<file path="config.mk">
export PLATFORM = sky130hd
export DESIGN_NAME = pulse_train_gen
export DESIGN_NICKNAME = d
export VERILOG_FILES = /design/src/rtl/pulse_train_gen.sv
export SDC_FILE = /design/constraint.sdc
export NUM_CORES = 1
export LEC_CHECK = 0
export CORE_ASPECT_RATIO = 0.75
export CORE_MARGIN = 1.5
export CORE_UTILIZATION = 45
export CTS_BUF_LIST = sky130_fd_sc_hd__clkbuf_4
export CTS_CLUSTER_DIAMETER = 60
export DETAILED_ROUTE_END_ITERATION = 10
export GPL_TIMING_DRIVEN = 1
export HOLD_SLACK_MARGIN = 0.15
export MAX_ROUTING_LAYER = met4
export PLACE_DENSITY = 0.66
export SYNTH_ARGS = -nofsm -noshare
export SYNTH_HDL_FRONTEND = slang
export SYNTH_SLANG_ARGS = --single-unit
</file>
<file path="constraint.sdc">
create_clock -name clock -period 3.1 [get_ports clock]
set_input_delay 0.31 -clock clock [delete_from_list [all_inputs] [get_ports clock]]
set_output_delay 0.31 -clock clock [all_outputs]
set_load 0.1 [all_outputs]
</file>
<file path="src/rtl/pulse_train_gen.sv">
// rtl/pulse_train_gen.sv - programmable pulse-train generator with start/busy/done handshake
// Optional abort input enabled by defining PTG_ABORT_EN.
module pulse_train_gen #(
    parameter int CNT_W = 8,
    parameter int NUM_W = 8
) (
    input  logic             clock,
    input  logic             reset,
    input  logic             start,
    input  logic [CNT_W-1:0] high_len,
    input  logic [CNT_W-1:0] low_len,
    input  logic [NUM_W-1:0] num_pulses,
`ifdef PTG_ABORT_EN
    input  logic             abort,
`endif
    output logic             data,
    output logic             edge_out,
    output logic             busy,
    output logic             done
);

    typedef enum logic [1:0] {
        S_IDLE,
        S_HIGH,
        S_LOW,
        S_DONE
    } state_t;

    state_t           state_q, state_d;
    logic [CNT_W-1:0] high_len_q, high_len_d;
    logic [CNT_W-1:0] low_len_q, low_len_d;
    logic [NUM_W-1:0] num_q, num_d;
    logic [CNT_W-1:0] phase_q, phase_d;
    logic [NUM_W-1:0] pulse_q, pulse_d;
    logic             data_q, data_d;
    logic             edge_out_q, edge_out_d;
    logic             busy_q, busy_d;
    logic             done_q, done_d;
    logic             abort_hit;

    always_ff @(posedge clock or posedge reset) begin
        if (reset) begin
            state_q    <= S_IDLE;
            high_len_q <= '0;
            low_len_q  <= '0;
            num_q      <= '0;
            phase_q    <= '0;
            pulse_q    <= '0;
            data_q     <= 1'b0;
            edge_out_q <= 1'b0;
            busy_q     <= 1'b0;
            done_q     <= 1'b0;
        end else begin
            state_q    <= state_d;
            high_len_q <= high_len_d;
            low_len_q  <= low_len_d;
            num_q      <= num_d;
            phase_q    <= phase_d;
            pulse_q    <= pulse_d;
            data_q     <= data_d;
            edge_out_q <= edge_out_d;
            busy_q     <= busy_d;
            done_q     <= done_d;
        end
    end

    always_comb begin
        state_d    = state_q;
        high_len_d = high_len_q;
        low_len_d  = low_len_q;
        num_d      = num_q;
        phase_d    = phase_q;
        pulse_d    = pulse_q;
        abort_hit  = 1'b0;
`ifdef PTG_ABORT_EN
        abort_hit  = abort && ((state_q == S_HIGH) || (state_q == S_LOW));
`endif

        case (state_q)
            S_IDLE: begin
                if (start) begin
                    // Zero lengths are stretched to one cycle so every phase is visible
                    high_len_d = (high_len == '0) ? CNT_W'(1) : high_len;
                    low_len_d  = (low_len == '0) ? CNT_W'(1) : low_len;
                    num_d      = num_pulses;
                    phase_d    = CNT_W'(1);
                    pulse_d    = '0;
                    state_d    = (num_pulses == '0) ? S_DONE : S_HIGH;
                end
            end
            S_HIGH: begin
                if (phase_q == high_len_q) begin
                    phase_d = CNT_W'(1);
                    state_d = S_LOW;
                end else begin
                    phase_d = phase_q + 1'b1;
                end
            end
            S_LOW: begin
                if (phase_q == low_len_q) begin
                    phase_d = CNT_W'(1);
                    pulse_d = pulse_q + 1'b1;
                    // pulse_q never exceeds num_q-1 here, so the increment cannot wrap
                    state_d = ((pulse_q + 1'b1) == num_q) ? S_DONE : S_HIGH;
                end else begin
                    phase_d = phase_q + 1'b1;
                end
            end
            S_DONE: begin
                state_d = S_IDLE;
            end
            default: begin
                state_d = S_IDLE;
            end
        endcase

        if (abort_hit) begin
            state_d = S_DONE;
        end

        // Outputs are registered from the next state so they line up with it
        data_d     = (state_d == S_HIGH);
        edge_out_d = (state_d == S_HIGH) && (state_q != S_HIGH);
        busy_d     = (state_d != S_IDLE);
        done_d     = (state_d == S_DONE);
    end

    assign data     = data_q;
    assign edge_out = edge_out_q;
    assign busy     = busy_q;
    assign done     = done_q;

endmodule

</file>
# Yosys cells after proc, flatten, opt, wreduce, memory -nomap -nowiden

Index checks and enable logic that the tools add are counted.

Eq/ne operators: 11
Reductions and logical operators: 11
Mux-type cells: 15
Add/sub/neg operators: 2

Operators with widths:

| cell                                                                    | number |
|---|---|
| 8-bit two-way mux                                                       | 7 |
| 8-bit == test                                                           | 3 |
| 8-bit zero test                                                         | 3 |
| 8-bit case mux with 3 select lines                                      | 1 |
| 8-bit by 1-bit adder with 8-bit output, second input constant           | 2 |
| 8-bit case mux with 2 select lines                                      | 1 |
| 2-bit two-way mux                                                       | 5 |
| 2-bit case mux with 4 select lines                                      | 1 |
| 2-bit == test, second input constant                                    | 3 |
| 2-bit by 1-bit == test with 1-bit output, second input constant         | 2 |
| 2-bit inequality test, second input constant                            | 2 |
| 2-bit AND reduction                                                     | 2 |
| 2-bit nonzero test                                                      | 2 |
| 3-bit AND reduction                                                     | 1 |
| 3-bit nonzero test                                                      | 1 |
| 2-bit zero test                                                         | 1 |
| 2-bit by 1-bit inequality test with 1-bit output, second input constant | 1 |
| 1-bit logical AND                                                       | 1 |

Flip-flop bits (word level): 46
Bits of input ports: 27
Output and inout port bits: 4
Word-level logic and storage cells: 49

# Longest topological paths before layout

Word-level depth: 7
Gate-level depth with buffers: 8

# Least setup slack after synthesis

OpenSTA, ideal clock, no wires.

Kind: register -> register
From: register state_q[0]
To: register phase_q[0]
Setup time: 0.083 ns
Path slack: 1.341 ns
Stages on the path, launching flop included: 9
Arrival time: 1.676 ns
Buffers on the path: 2
Data required time: 3.017 ns
Period minus slack after synthesis: 1.759 ns
Path through: dfrtp_1 inv_1 ha_1 nor2b_1 or2_1 clkbuf_1 clkbuf_1 o21ai_0 o21ai_0

Cells in the longest elaborated chain, start to end: 3

RTL lines:

| what                                                                  | line | RTL |
|---|---|---|
| from (decl)                                                           | 29   | `state_t state_q, state_d;` |
| from (signal assigned)                                                | 54   | `state_q <= state_d;` |
| 2-bit == test, or another cell as far along                           | 79   | `case (state_q)` |
| 3-bit nonzero test (no line) or 2-bit inequality test (tied branches) | n/a  |  |
| 2-bit AND reduction (no line)                                         | n/a  |  |
| to (signal assigned)                                                  | 58   | `phase_q <= phase_d;` |
| to (decl)                                                             | 33   | `logic [CNT_W-1:0] phase_q, phase_d;` |

Several ways; a longest one is shown, not always the timed one.
A chain may end at the register's enable or synchronous reset.

# Worst setup path after layout

From: register state_q[0]
To: register pulse_q[3]

Cells in the longest elaborated chain, start to end: 3

RTL lines:

| what                                                                  | line | RTL |
|---|---|---|
| 2-bit == test or 2-bit zero test (tied branches)                      | 79   |  |
| 2-bit inequality test (no line) or 2-bit nonzero test (tied branches) | n/a  |  |
| 3-bit AND reduction (no line)                                         | n/a  |  |
| to (signal assigned)                                                  | 59   | `pulse_q <= pulse_d;` |
| to (decl)                                                             | 34   | `logic [NUM_W-1:0] pulse_q, pulse_d;` |

Several ways; a longest one is shown, not always the timed one.

==> run summary <==
Outcome: finished, final reports clean
Global-route track usage on met1: 28.0%
Post-CTS setup repair buffer count: 0
Ant. Diodes: 0
Worst-skew pair later-pin latency: 0.36 ns
Slowest-stage cell, CP: sky130_fd_sc_hd__nor4_4
Routed WL per cell: 15.0 um
Crit-path max cell delay: 0.75 ns
Count of maximum capacitance violations: 0
Fraction of registers with async set or reset after synthesis: 100%
TritonCTS clock tree: yes
Fin. Hold Viols: 0
Sink Count: 46
Synthesized area per cell: 10.8 sq um
Clock tree root buffer cell: sky130_fd_sc_hd__clkbuf_4
Gr usage total: 18.7%
Levels on crit path: 6
Crit path arrival time: 2.44 ns
Wire length of the first global-routing pass: 9310 um
Most frequent standard cell in the layout excluding fill and tap cells: sky130_fd_sc_hd__dfrtp_1
Number of buffers and inverters on the critical path: 2
Hold_ws: 0.391 ns
Number of nets in the final layout: 317
Number of cells traversed by the worst register-to-register path: 6
Period utilisation layout: 69.0%
Total count of max-transition violations in the final report: 0
Placement row count: 24
Number of synthesis warnings: 0
Sequential element share of the synthesized area: 41.6%
Grt ovf: 0
M3 GR Usage: 3.98%
Width of the die: 93.5 um
Count of flip-flops with a built-in enable after synthesis: 0
CP most frequent cell: sky130_fd_sc_hd__inv_1
Number of detailed-routing iterations run before antenna repair: 4
Last weighted congestion value of the routability-driven placer: 0.787
Layout filler cell count: 525
CTS H-Tree Depth: 2
Nature of the critical path startpoint: register
Initial antenna violation count: 0
Residual DRC: 0
Unrepaired setup endpoints after global routing: false
Worst reg-to-reg setup slack: 0.96 ns
Area of the mapped netlist: 0.00276 sq mm
Flip-flop and latch count after synthesis: 46
Maximum buffer depth of the clock tree: 2
Met2 layer usage reported by global route: 25.2%
Type of element capturing the critical path: register
CP top delay family: simple AND/OR/NAND/NOR gates
Leakage component of the power: 1.24 nW
Total area of multi-input combinational cells: 0.00148 sq mm
Final Non-Filler Cells: 361
Effective utilization at floorplan: 47.2%
Post-synth net total: 290
Pin count of the biggest net entering global routing: 47
Core Area: 0.00586 sq mm
Primary flip-flop cell chosen by synthesis mapping: sky130_fd_sc_hd__dfrtp_1
Die Span Y: 70.9 um
Critical path fanouts, max: 14
Overall die area: 0.00663 sq mm
Number of I/O pins: 31
Layout cell share with drive strength beyond 1: 17.3%
Clock slew seen by the registers of the worst setup and hold paths: 0.14 ns
# hold bufs at CTS: 0
Number of global-route vias before repair: 1,879
Area Overhead vs Synth: 14.4%
Number of instances in the synthesized netlist: 256
Endpoint of the worst-slack reg-to-reg timing path: pulse_q[3]
Busiest layer in global routing: met1
Routed Wire Length: 5410 um
Port bufs: 30
Starting DRC count in detailed routing: 116
Final setup TNS: 0 ns
Worst Skew: 0.00984 ns
Register area: 0.00115 sq mm
Remaining antenna violation count after routing: 0
Critical path data required time: 3.40 ns
Count of distinct cell types in the synthesized netlist: 54
CP Class: register to register
Placed cell count: 354
Maximum resistive drop on vdd: 0.000402 V
Critical Path, Cell by Cell: inv_1, ha_1, inv_1, nor4_4, a211o_1, a22o_1
Crit path capture: pulse_q[3]
Worst slew pin tran: 0.964 ns
Via count: 1,986
Number of vias per cell: 5.50
Total power after layout: 2.61 mW
Final worst path period need: 2.14 ns
Most frequent cells in the layout: sky130_fd_sc_hd__dfrtp_1 (46), sky130_fd_sc_hd__clkdlybuf4s50_1 (30), sky130_fd_sc_hd__nand2_1 (24), sky130_fd_sc_hd__mux2_2 (22), sky130_fd_sc_hd__xnor2_1 (18)
Launching element of the worst setup path: state_q[0]
Number of buffers created by CTS: 5
HPWL after detailed placement: 4050 um
Origin of the critical flop-to-flop path: state_q[0]
Maximum frequency from static timing analysis: 0.468 GHz
Number of endpoints failing setup at the final stage: 0
Type of the worst min-delay path: input pin to async pin
Total power density per cell area: 826 mW/mm^2
Cts repair resizes: 0
Slew Limit Headroom: 35.6%
[kinds of logic (layout without fill, tap and decap cells)]
logic type	after synthesis	in the layout	synth area share, %
flops	46	46	41.6
buf+inv	26	53	4.98
xor+xnor	26	26	11.2
mux	24	24	9.69
fa+ha+maj	7	7	3.17
compound gates	52	52	14.1
simple gates	75	75	15.2
[per-stage QoR]
| stage | utilization (%) | area (sq um) | setup WS [ns] |
|---|---|---|---|
| after global placement | 52.8 | 3090 | 0.802 |
| final | 54.0 | 3160 | 0.961 |
| after global routing | 54.0 | 3160 | 0.792 |
| after CTS | 54.0 | 3160 | 0.944 |
| after detailed placement | 52.8 | 3090 | 0.759 |
| after floorplan | - | 2760 | 1.34 |
[synthesized netlist by cell type (all sizes together), types with 7 or more instances]
| library cell | number | area [sq um] |
|---|---|---|
| dfrtp | 46 | 1150 |
| nand2 | 24 | 90.1 |
| xnor2 | 23 | 284 |
| mux2 | 22 | 248 |
| inv | 14 | 52.6 |
| o21ai | 13 | 68.8 |
| nand3 | 10 | 50.1 |
| nor3 | 10 | 50.1 |
| buf | 8 | 70.1 |
| ha | 7 | 87.6 |
| nor4 | 7 | 65.1 |
| o211ai | 7 | 52.6 |
[worst min-delay path by stage]
| stage | from | to | slack [ns] | cells past startpoint |
|---|---|---|---|---|
| after global placement | pulse_q[7] | pulse_q[7] | 0.49 | 1 |
| after floorplan | high_len[5] | high_len_q[5] | 0.46 | 1 |
| after detailed placement | low_len_q[0] | low_len_q[0] | 0.50 | 2 |
| final | reset | num_q[3] | 0.39 | 3 |
| after CTS | reset | low_len_q[4] | 0.41 | 3 |
| after global routing | reset | num_q[3] | 0.44 | 3 |
[power by group]
group / total (mW) / switching (mW) / internal [mW]
sequential: 1.00 / 0.197 / 0.806
clock: 0.357 / 0.193 / 0.163
combinational: 1.25 / 0.685 / 0.566
total: 2.61 / 1.08 / 1.54
[metal layers]
layer / share of wire (%) / vias up
li1: - / 982
met1: 53 / 944
met2: 41 / 51
met3: 5.1 / 9
met4: 1.2 / 0
met5: 0 / -
[registers in the layout, summed over array words and instances, names as in the netlist]
register	count
done	1
pulse_q	8
busy	1
num_q	8
low_len_q	8
edge_out	1
data	1
state_q	2
high_len_q	8
phase_q	8
[worst min-delay path: stages]
cell and delay [ns]:
sky130_fd_sc_hd__clkdlybuf4s50_1 0.40, sky130_fd_sc_hd__clkinv_1 0.04, sky130_fd_sc_hd__buf_4 0.48
[area by class of cell]
| class | instances | share of cell area [%] |
|---|---|---|
| repair buffers | 32 | 9.97 |
| inverters | 14 | 1.66 |
| clock inverters | 2 | 1.07 |
| multi-input cells | 184 | 46.6 |
| flip-flops and latches | 46 | 36.4 |
| well taps | 78 | 3.09 |
| clock buffers | 5 | 1.19 |
Power figures use the tool's default switching activity.
